<file path="config.mk">
export PLATFORM = sky130hd
export DESIGN_NAME = seg7_display_mux
export DESIGN_NICKNAME = d
export VERILOG_FILES = /design/src/rtl/seg7_display_mux.sv
export SDC_FILE = /design/constraint.sdc
export NUM_CORES = 1
export LEC_CHECK = 0
export CORE_MARGIN = 2
export CORE_UTILIZATION = 50
export DETAILED_ROUTE_END_ITERATION = 12
export PLACE_DENSITY_LB_ADDON = 0.3
export SYNTH_ARGS = -nofsm -noshare
export SYNTH_HDL_FRONTEND = slang
export SYNTH_SLANG_ARGS = --single-unit
</file>
<file path="constraint.sdc">
create_clock -name clk -period 2.7 [get_ports clk]
set_input_delay 0.54 -clock clk [delete_from_list [all_inputs] [get_ports clk]]
set_output_delay 0.54 -clock clk [all_outputs]
set_load 0.02 [all_outputs]
</file>
<file path="src/rtl/seg7_display_mux.sv">
// -----------------------------------------------------------------------------
// seg7_display_mux
//
// Purpose:
//   Time-multiplexes two 7-segment patterns (ones and tens) onto one shared
//   segment bus. Each digit owns a slot of REFRESH_DIV clock cycles, and two
//   slots make one frame. Every slot opens with DEAD_CYCLES cycles in which
//   both anodes are off, so the previous digit does not ghost. The input pair
//   is captured once per frame, at the start of the ones slot, so a frame
//   never mixes old and new values. When LZ_BLANK is set, a tens digit that
//   shows "0" is blanked. The blink input flashes the whole display: it is
//   visible for BLINK_FRAMES frames, then dark for BLINK_FRAMES frames.
//
// Ports:
//   clk         in   1  system clock
//   reset_n     in   1  asynchronous active-low reset
//   enable      in   1  1 = scan the display; 0 = dark, scan/blink counters cleared
//   blink       in   1  1 = flash the display
//   digit1      in   7  ones pattern, bit0=a .. bit6=g, 1 = segment lit
//   digit2      in   7  tens pattern, same encoding
//   seg         out  7  shared segment bus, polarity set by SEG_ACTIVE_LOW
//   an          out  2  digit anodes, active-low; an[0] = ones, an[1] = tens
//   frame_tick  out  1  one-cycle pulse after the last cycle of each frame
// -----------------------------------------------------------------------------
module seg7_display_mux #(
  parameter int REFRESH_DIV    = 1000,
  parameter int DEAD_CYCLES    = 2,
  parameter int BLINK_FRAMES   = 256,
  parameter int SEG_ACTIVE_LOW = 1,
  parameter int LZ_BLANK       = 1
) (
  input  logic       clk,
  input  logic       reset_n,
  input  logic       enable,
  input  logic       blink,
  input  logic [6:0] digit1,
  input  logic [6:0] digit2,
  output logic [6:0] seg,
  output logic [1:0] an,
  output logic       frame_tick
);

  localparam int CW = (REFRESH_DIV > 1) ? $clog2(REFRESH_DIV) : 1;
  localparam int BW = (BLINK_FRAMES > 1) ? $clog2(BLINK_FRAMES) : 1;

  localparam logic [CW-1:0] CNT_LAST = CW'(REFRESH_DIV - 1);
  localparam logic [BW-1:0] BLK_LAST = BW'(BLINK_FRAMES - 1);
  localparam logic [6:0]    SEG_OFF  = (SEG_ACTIVE_LOW != 0) ? 7'h7F : 7'h00;
  localparam logic [6:0]    PAT_ZERO = 7'b0111111;

  logic [CW-1:0] r_cnt;
  logic          r_sel;
  logic [6:0]    r_shadow1;
  logic [6:0]    r_shadow2;
  logic [BW-1:0] r_blink_cnt;
  logic          r_phase;
  logic [6:0]    r_seg;
  logic [1:0]    r_an;
  logic          r_frame_tick;

  logic          w_capture;
  logic          w_cnt_wrap;
  logic          w_frame_end;
  logic          w_dead;
  logic          w_blank;
  logic [6:0]    w_pat1;
  logic [6:0]    w_pat2;
  logic [6:0]    w_pat;
  logic [1:0]    w_an_next;
  logic [6:0]    w_seg_next;

  assign w_capture   = (r_cnt == '0) && !r_sel;
  assign w_cnt_wrap  = (r_cnt == CNT_LAST);
  assign w_frame_end = w_cnt_wrap && r_sel;

  // The leading dead window only exists when DEAD_CYCLES is non-zero;
  // splitting it out avoids a constant-false unsigned compare.
  generate
    if (DEAD_CYCLES == 0) begin : g_no_dead
      assign w_dead = 1'b0;
    end else begin : g_dead
      localparam logic [CW-1:0] DEAD_LIM = CW'(DEAD_CYCLES);
      assign w_dead = (r_cnt < DEAD_LIM);
    end
  endgenerate

  // On the capture edge the decode already sees the incoming pair, so the
  // whole frame (including its first cycle when DEAD_CYCLES is 0) shows one
  // coherent pair.
  assign w_pat1 = w_capture ? digit1 : r_shadow1;
  assign w_pat2 = w_capture ? digit2 : r_shadow2;
  assign w_pat  = r_sel ? w_pat2 : w_pat1;

  assign w_blank = (blink && r_phase) ||
                   ((LZ_BLANK != 0) && r_sel && (w_pat2 == PAT_ZERO));

  always_comb begin
    w_an_next  = 2'b11;
    w_seg_next = SEG_OFF;
    if (!w_dead && !w_blank) begin
      w_an_next  = r_sel ? 2'b01 : 2'b10;
      w_seg_next = (SEG_ACTIVE_LOW != 0) ? ~w_pat : w_pat;
    end
  end

  always_ff @(posedge clk or negedge reset_n) begin
    if (!reset_n) begin
      r_cnt        <= '0;
      r_sel        <= 1'b0;
      r_shadow1    <= '0;
      r_shadow2    <= '0;
      r_blink_cnt  <= '0;
      r_phase      <= 1'b0;
      r_seg        <= SEG_OFF;
      r_an         <= 2'b11;
      r_frame_tick <= 1'b0;
    end else if (!enable) begin
      // Shadows hold; everything else returns to the start of a frame.
      r_cnt        <= '0;
      r_sel        <= 1'b0;
      r_blink_cnt  <= '0;
      r_phase      <= 1'b0;
      r_seg        <= SEG_OFF;
      r_an         <= 2'b11;
      r_frame_tick <= 1'b0;
    end else begin
      r_cnt <= w_cnt_wrap ? '0 : r_cnt + 1'b1;
      if (w_cnt_wrap) begin
        r_sel <= ~r_sel;
      end

      if (w_capture) begin
        r_shadow1 <= digit1;
        r_shadow2 <= digit2;
      end

      // Dropping blink restarts the blink cadence in the visible phase.
      if (!blink) begin
        r_blink_cnt <= '0;
        r_phase     <= 1'b0;
      end else if (w_frame_end) begin
        if (r_blink_cnt == BLK_LAST) begin
          r_blink_cnt <= '0;
          r_phase     <= ~r_phase;
        end else begin
          r_blink_cnt <= r_blink_cnt + 1'b1;
        end
      end

      r_an         <= w_an_next;
      r_seg        <= w_seg_next;
      r_frame_tick <= w_frame_end;
    end
  end

  assign seg        = r_seg;
  assign an         = r_an;
  assign frame_tick = r_frame_tick;

endmodule

</file>
==> results of run 1 <==
==> Yosys cell counts, types with 2 or more instances <==
cell | instances | share of area
and2_1 | 5 | 0.015
buf_2 | 2 | 0.0048
nand4_1 | 4 | 0.012
or4_1 | 6 | 0.022
nor2_1 | 11 | 0.020
o31ai_1 | 3 | 0.011
and3_1 | 2 | 0.0060
nor3_1 | 5 | 0.012
xnor2_1 | 6 | 0.025
a21oi_1 | 11 | 0.027
inv_1 | 13 | 0.024
nand2_1 | 19 | 0.034
dfrtp_1 | 35 | 0.42
o21ai_0 | 11 | 0.027
nand3_1 | 7 | 0.017
xor2_1 | 3 | 0.013
a32oi_1 | 7 | 0.030
or3_1 | 2 | 0.0060
mux2_1 | 8 | 0.043
clkbuf_1 | 5 | 0.0091
and4_1 | 2 | 0.0085
ha_1 | 3 | 0.018
a21bo_1 | 6 | 0.029
dfstp_2 | 9 | 0.11
==> registers in the layout (all words and copies together), names as in the netlist <==
signal / cells
r_cnt: 10
r_shadow1: 7
an: 2
r_shadow2: 7
seg: 7
frame_tick: 1
r_phase: 1
r_sel: 1
r_blink_cnt: 8
==> per-stage QoR <==
step,power [uW],instance area (sq um)
after global placement,972,2420
after detailed placement,978,2420
after floorplan,879,2070
after CTS,1480,2520
final,1460,2520
after global routing,1530,2520
==> metal layers <==
| metal | track usage | up-vias |
|---|---|---|
| met5 | 0 | - |
| met4 | 0.0525 | 0 |
| met3 | 0.0559 | 5 |
| met2 | 0.312 | 25 |
| met1 | 0.289 | 727 |
| li1 | - | 764 |
==> where the power goes <==
part	internal [uW]	total [uW]	switching, uW
sequential	729	778	48.8
combinational	98.2	192	93.6
clock	275	493	219
==> final cells by class <==
cell class                      count  area (sq um)
Clock inverter                      2          35.0
Tap cell                           50          62.6
Sequential cell                    44          1110
Clock buffer                        6          72.6
Timing Repair Buffer               32           303
Fill cell                         335          1480
Multi-Input combinational cell    133           891
Inverter                           13          48.8
==> critical path, delay by kind of cell, from the launching register on <==
kind,cells,cell delay (ns)
compound gates,1,0.16
simple gates,3,1.62
flops,1,0.42
==> cells by family after synthesis <==
group,synth area share
adders and majority gates,0.0181
AOI/OAI and AO/OA,0.134
xor gates and xnor gates,0.0380
DFF,0.537
buffers and inverters,0.0374
and+or+nand+nor,0.187
muxes,0.0489
==> placed cells by master, fill, tap and decap left out, types with 2 or more instances in the layout <==
cell	count
nor2_1	11
or3_1	2
xor2_1	3
inv_1	13
or4_1	6
clkdlybuf4s50_1	26
o31ai_1	3
nor3_1	5
o21ai_0	11
dfrtp_1	35
buf_4	5
and4_1	2
clkbuf_8	5
nand3_1	7
xnor2_1	6
ha_1	3
a21oi_1	11
and3_1	2
mux2_1	8
and2_1	5
dfstp_2	9
a32oi_1	7
a21bo_1	6
nand4_1	4
nand2_1	19
==> worst paths after layout <==
check                                 endpoint  cells after the start  slack (ns)
worst min register to register    r_shadow1[0]                      1        0.50
worst max-delay path            r_blink_cnt[7]                      4        0.41
max in group asynchronous         r_shadow2[2]                      1        1.71
worst max register to register  r_blink_cnt[7]                      4        0.41
min in group clk                  r_shadow1[0]                      1        0.50
worst min-delay path            r_blink_cnt[3]                      1        0.40
==> impl_metrics.py, run 1 <==
metrics = {
    "cts": {
        "cts_tree": "built",
        "cts_inserted_buffers": 5,
        "clock-sinks": 44,
        "clk_latency_ns": 0.30,
        "cts_hold_buf": 0,
        "htree_levels": 2,
        "cts_setup_buffers": 0,
        "cts.clk_slew.worst_paths_ns": 0.08,
        "clockBufferDepth": 2,
        "cts_root_buffer": "clkbuf_8",
        "ctsResizeCount": 0,
    },
    "setup_path": {
        "worstSetupStartpoint": "r_cnt[4]",
        "crit_type": "register to register",
        "critPathArrivalTime_ns": 2.50,
        "cp-end-kind": "register",
        "crit_chain": "or2_1 -> or4_1 -> or4_1 -> a21oi_1",
        "cpPeakStageDelay_ns": 0.76,
        "reg2reg_from": "r_cnt[4]",
        "crit_slowest_cell": "or4_1",
        "start_kind": "register",
        "cp_data_required_time_ns": 2.92,
        "worst_path_most_repeated_cell": "or4_1",
        "crit_fanout": 17,
    },
    "timing": {
        "drv_slew": 0,
        "fmax_ghz": 0.437,
        "setup-tns-final_ns": 0,
        "finalCritPeriodShare": 0.847,
        "hold_viol_final": 0,
        "worst_slack_ns": 0.414,
        "slew-limit-headroom": 0.354,
        "tightest_slew_ns": 0.969,
        "finalClockSkew_ns": 0.00702,
        "whs_ns": 0.396,
        "finalSetupViolations": 0,
        "finalCriticalPeriod_ns": 2.29,
        "rsz0062_at_grt": "no",
    },
    "global_route": {
        "grt.overflow.total": 0,
        "grt_pass1_wl_um": 6950,
        "grt_usage": 0.205,
        "grt_max_degree": 45,
        "antenna_found_initial": 0,
        "grt_pass1_vias": 1468,
    },
    "power_and_ir_drop": {
        "powerDensity_nw_per_um2": 579,
        "leakagePower_uw": 0.00103,
        "ir_drop_uv": 344,
    },
    "final_layout": {
        "drive_gt1_frac": 0.104,
        "postLayoutCoreUtil": 0.631,
        "area_growth_pct": 21.9,
        "diodes": 0,
        "nNetsFinal": 250,
        "finalNonFillerCells": 280,
    },
    "synthesis": {
        "synth.distinct_cells": 36,
        "synth_area_sq_um": 2070,
        "yosysWarnings": 0,
        "synth_ff_type": "dfrtp_1",
        "synth_seq_area_share": 0.537,
        "synth_edf_count": 0,
        "syn_inst": 197,
        "avgSynthCellArea_sq_um": 10.5,
        "syn_nets": 218,
        "ys_ff_latch": 44,
        "async_flop_share": 1.00,
    },
    "place": {
        "dpl.hpwl_um": 2840,
        "port_buffers": 27,
        "place_congestion": 0.743,
        "place_ws_ns": 0.454,
        "dp_cells": 272,
    },
    "die": {
        "start_util": 0.518,
        "core_area_sq_um": 4000,
        "fp.dieW_um": 68.4,
        "die_area_sq_um": 4680,
        "rows": 23,
        "ioPinCount": 28,
        "die_h_um": 68.4,
    },
    "detailed_routing": {
        "wl_per_cell_um": 14.7,
        "drtPass1Iterations": 4,
        "wl_met2_um": 1910,
        "avgViaCountPerCell": 5.43,
        "highest_layer": "met4",
        "drc": 0,
        "m1WireLength_um": 2030,
        "via_count": 1521,
        "final_antenna_net_count": 0,
        "routed_wl_um": 4110,
        "wl_met3_um": 125,
        "first_iter_violations": 90,
    },
    "flow_run": {
        "cap_viol_max_count": 0,
    },
    "min_path": {
        "hold_path.class": "input pin to asynchronous set/reset pin",
    },
    "run_status": {
        "outcome": "finished, final reports clean",
    },
}
No activity file was read; power rests on OpenSTA's default activity.
==> inputs of run 2 (changes only) <==
--- a/config.mk
+++ b/config.mk
@@ -6,7 +6,7 @@
 export NUM_CORES = 1
 export LEC_CHECK = 0
 export CORE_MARGIN = 2
-export CORE_UTILIZATION = 50
+export CORE_UTILIZATION = 49
 export DETAILED_ROUTE_END_ITERATION = 12
 export PLACE_DENSITY_LB_ADDON = 0.3
 export SYNTH_ARGS = -nofsm -noshare
==> constraint.sdc (replaced) <==
create_clock -name clk -period 2 [get_ports clk]
set_input_delay 0.4 -clock clk [delete_from_list [all_inputs] [get_ports clk]]
set_output_delay 0.4 -clock clk [all_outputs]
set_load 0.02 [all_outputs]
==> run 2 against run 1 <==
  * The run now ends with negative setup slack left
  * Register-to-register slack got worse by 0.44 ns
  * Final area increased by 9.5%
  * Utilization increased by 5.5 points
  * Clock skew is 0.00097 ns higher
  * Clock-buffer cell count unchanged
  * Sequential cell count stayed put
  * Die area is 1.9% higher
  * First-iteration DRC count decreased by 6.7%
  * Fmax is 13% higher
  * Sequential share of layout area is 3.8 points lower
  * Global-route usage up 0.42 points
  * Critical endpoint is now r_shadow2[1]
  * Highest routed layer unchanged
==> impl_metrics.py, run 2 (synthesis results as in run 1) <==
metrics = {
    "setup_path": {
        "start_kind": "register",
        "cp-end-kind": "register",
        "reg2reg_from": "r_cnt[4]",
        "reg2reg_slack_ns": -0.03,
        "crit_type": "register to register",
        "cp_data_required_time_ns": 2.19,
        "rr_worst_depth": 5,
        "crit_fanout": 10,
        "critPathArrivalTime_ns": 2.22,
        "r2r-end": "r_shadow2[1]",
    },
    "place": {
        "dpl.hpwl_um": 3300,
        "place_congestion": 0.869,
        "port_buffers": 27,
    },
    "min_path": {
        "hold_path.class": "input pin to asynchronous set/reset pin",
    },
    "detailed_routing": {
        "final_antenna_net_count": 0,
        "drc": 0,
        "avgViaCountPerCell": 5.72,
        "wl_per_cell_um": 16.3,
        "drtPass1Iterations": 4,
        "via_count": 1726,
        "routed_wl_um": 4930,
        "first_iter_violations": 84,
    },
    "flow_run": {
        "cap_viol_max_count": 0,
    },
    "final_layout": {
        "nNetsFinal": 272,
        "final_common_cell": "dfrtp_1",
        "nFillCells": 311,
        "drive_gt1_frac": 0.250,
        "postLayoutCoreUtil": 0.686,
        "largest_register_ffs": 10,
        "regMostFlops": "r_cnt",
        "diodes": 0,
        "area_growth_pct": 33.5,
        "layout_common_cells": "35 x dfrtp_1, 26 x clkdlybuf4s50_1, 21 x buf_4, 19 x nand2_1, 13 x inv_1",
        "top_regs": "r_cnt: 10 flops, r_blink_cnt: 8 flops",
    },
    "power_and_ir_drop": {
        "leakagePower_uw": 0.00116,
        "powerDensity_nw_per_um2": 707,
        "p_total_uw": 1960,
        "ir_drop_uv": 515,
    },
    "cts": {
        "cts_inserted_buffers": 5,
        "htree_levels": 2,
        "clockBufferDepth": 2,
        "cts.clk_slew.worst_paths_ns": 0.09,
        "clk_latency_ns": 0.30,
        "clock-sinks": 44,
        "cts_hold_buf": 0,
        "cts_root_buffer": "clkbuf_8",
        "cts_tree": "built",
    },
    "die": {
        "start_util": 0.514,
        "fp.dieW_um": 69.0,
        "ioPinCount": 28,
        "die_h_um": 69.0,
        "rows": 23,
        "core_area_sq_um": 4030,
        "die_area_sq_um": 4760,
    },
    "run_status": {
        "violations": "negative setup slack",
        "outcome": "complete, but fails checks",
    },
    "timing": {
        "hold_viol_final": 0,
        "finalCritPeriodShare": 1.01,
        "fmax_ghz": 0.493,
        "rsz0062_at_grt": "yes",
        "finalClockSkew_ns": 0.00800,
        "worst_slack_ns": -0.0288,
        "finalSetupViolations": 7,
        "drv_slew": 0,
        "finalCriticalPeriod_ns": 2.03,
        "tightest_slew_ns": 0.575,
        "slew-limit-headroom": 0.616,
    },
    "global_route": {
        "grt_pass1_vias": 1635,
        "grt_max_degree": 20,
        "grt_pass1_wl_um": 7890,
        "antenna_found_initial": 0,
        "grt_usage": 0.209,
        "grt.overflow.total": 0,
    },
}
## run 2: repair_timing
item,4_1_cts,5_1_grt
endpoints found under the hold margin,0,0
gates resized for setup,7,15
setup buffers,0,3
pin swaps,0,8
setup endpoints to repair,14,17
gates cloned,0,1
## run 2: final cells by class
type                            instances  area [sq um]  share of cell area
Timing Repair Buffer                   53           479               0.173
Clock buffer                            6          82.6              0.0299
Tap cell                               50          62.6              0.0226
Clock inverter                          2          15.0             0.00543
Multi-Input combinational cell        134           965               0.349
Inverter                               13          48.8              0.0176
Sequential cell                        44          1110               0.402
## run 2: per-layer routing
metal,vias to the layer above,global-route usage,routed length (um)
met5,-,0,0
met1,864,0.279,2200
li1,814,-,-
met3,7,0.0482,157
met4,0,0.0654,68
met2,41,0.339,2500
## run 2: worst max-delay path: stages, from the launching register on
cell     delay, ns
dfrtp_1       0.41
buf_6         0.13
or4_4         0.54
nor4b_4       0.31
buf_6         0.21
mux2_1        0.32
## run 2: through the flow
step,setup slack [ns],hold slack [ns],setup TNS (ns),area (sq um),instances
floorplan,0.0213,0.104,0,2070,197
global placement,-0.0583,0.355,-0.345,2550,290
detailed placement,-0.104,0.359,-0.973,2550,290
CTS,-0.00131,0.0314,-0.00310,2680,298
global route,-0.0876,0.0436,-0.802,2770,302
finish,-0.0288,0.0258,-0.0986,2770,302
## run 2: report_power, final
part	total (uW)	internal (uW)	leakage (uW)	switching (uW)
combinational	320	177	0.000566	143
clock	586	279	0.0000434	307
sequential	1050	984	0.000554	65.2
total	1960	1440	0.00116	515
## run 2: worst max path at each step
| stage | from | end | slack (ns) |
|---|---|---|---|
| after floorplan | r_cnt[4] | r_blink_cnt[7] | 0.02 |
| after global placement | r_cnt[4] | r_phase | -0.06 |
| after detailed placement | r_cnt[4] | r_blink_cnt[7] | -0.10 |
| after CTS | r_cnt[4] | r_shadow1[0] | -0.001 |
| after global routing | r_cnt[9] | r_shadow2[1] | -0.09 |
| final | r_cnt[4] | r_shadow2[1] | -0.03 |
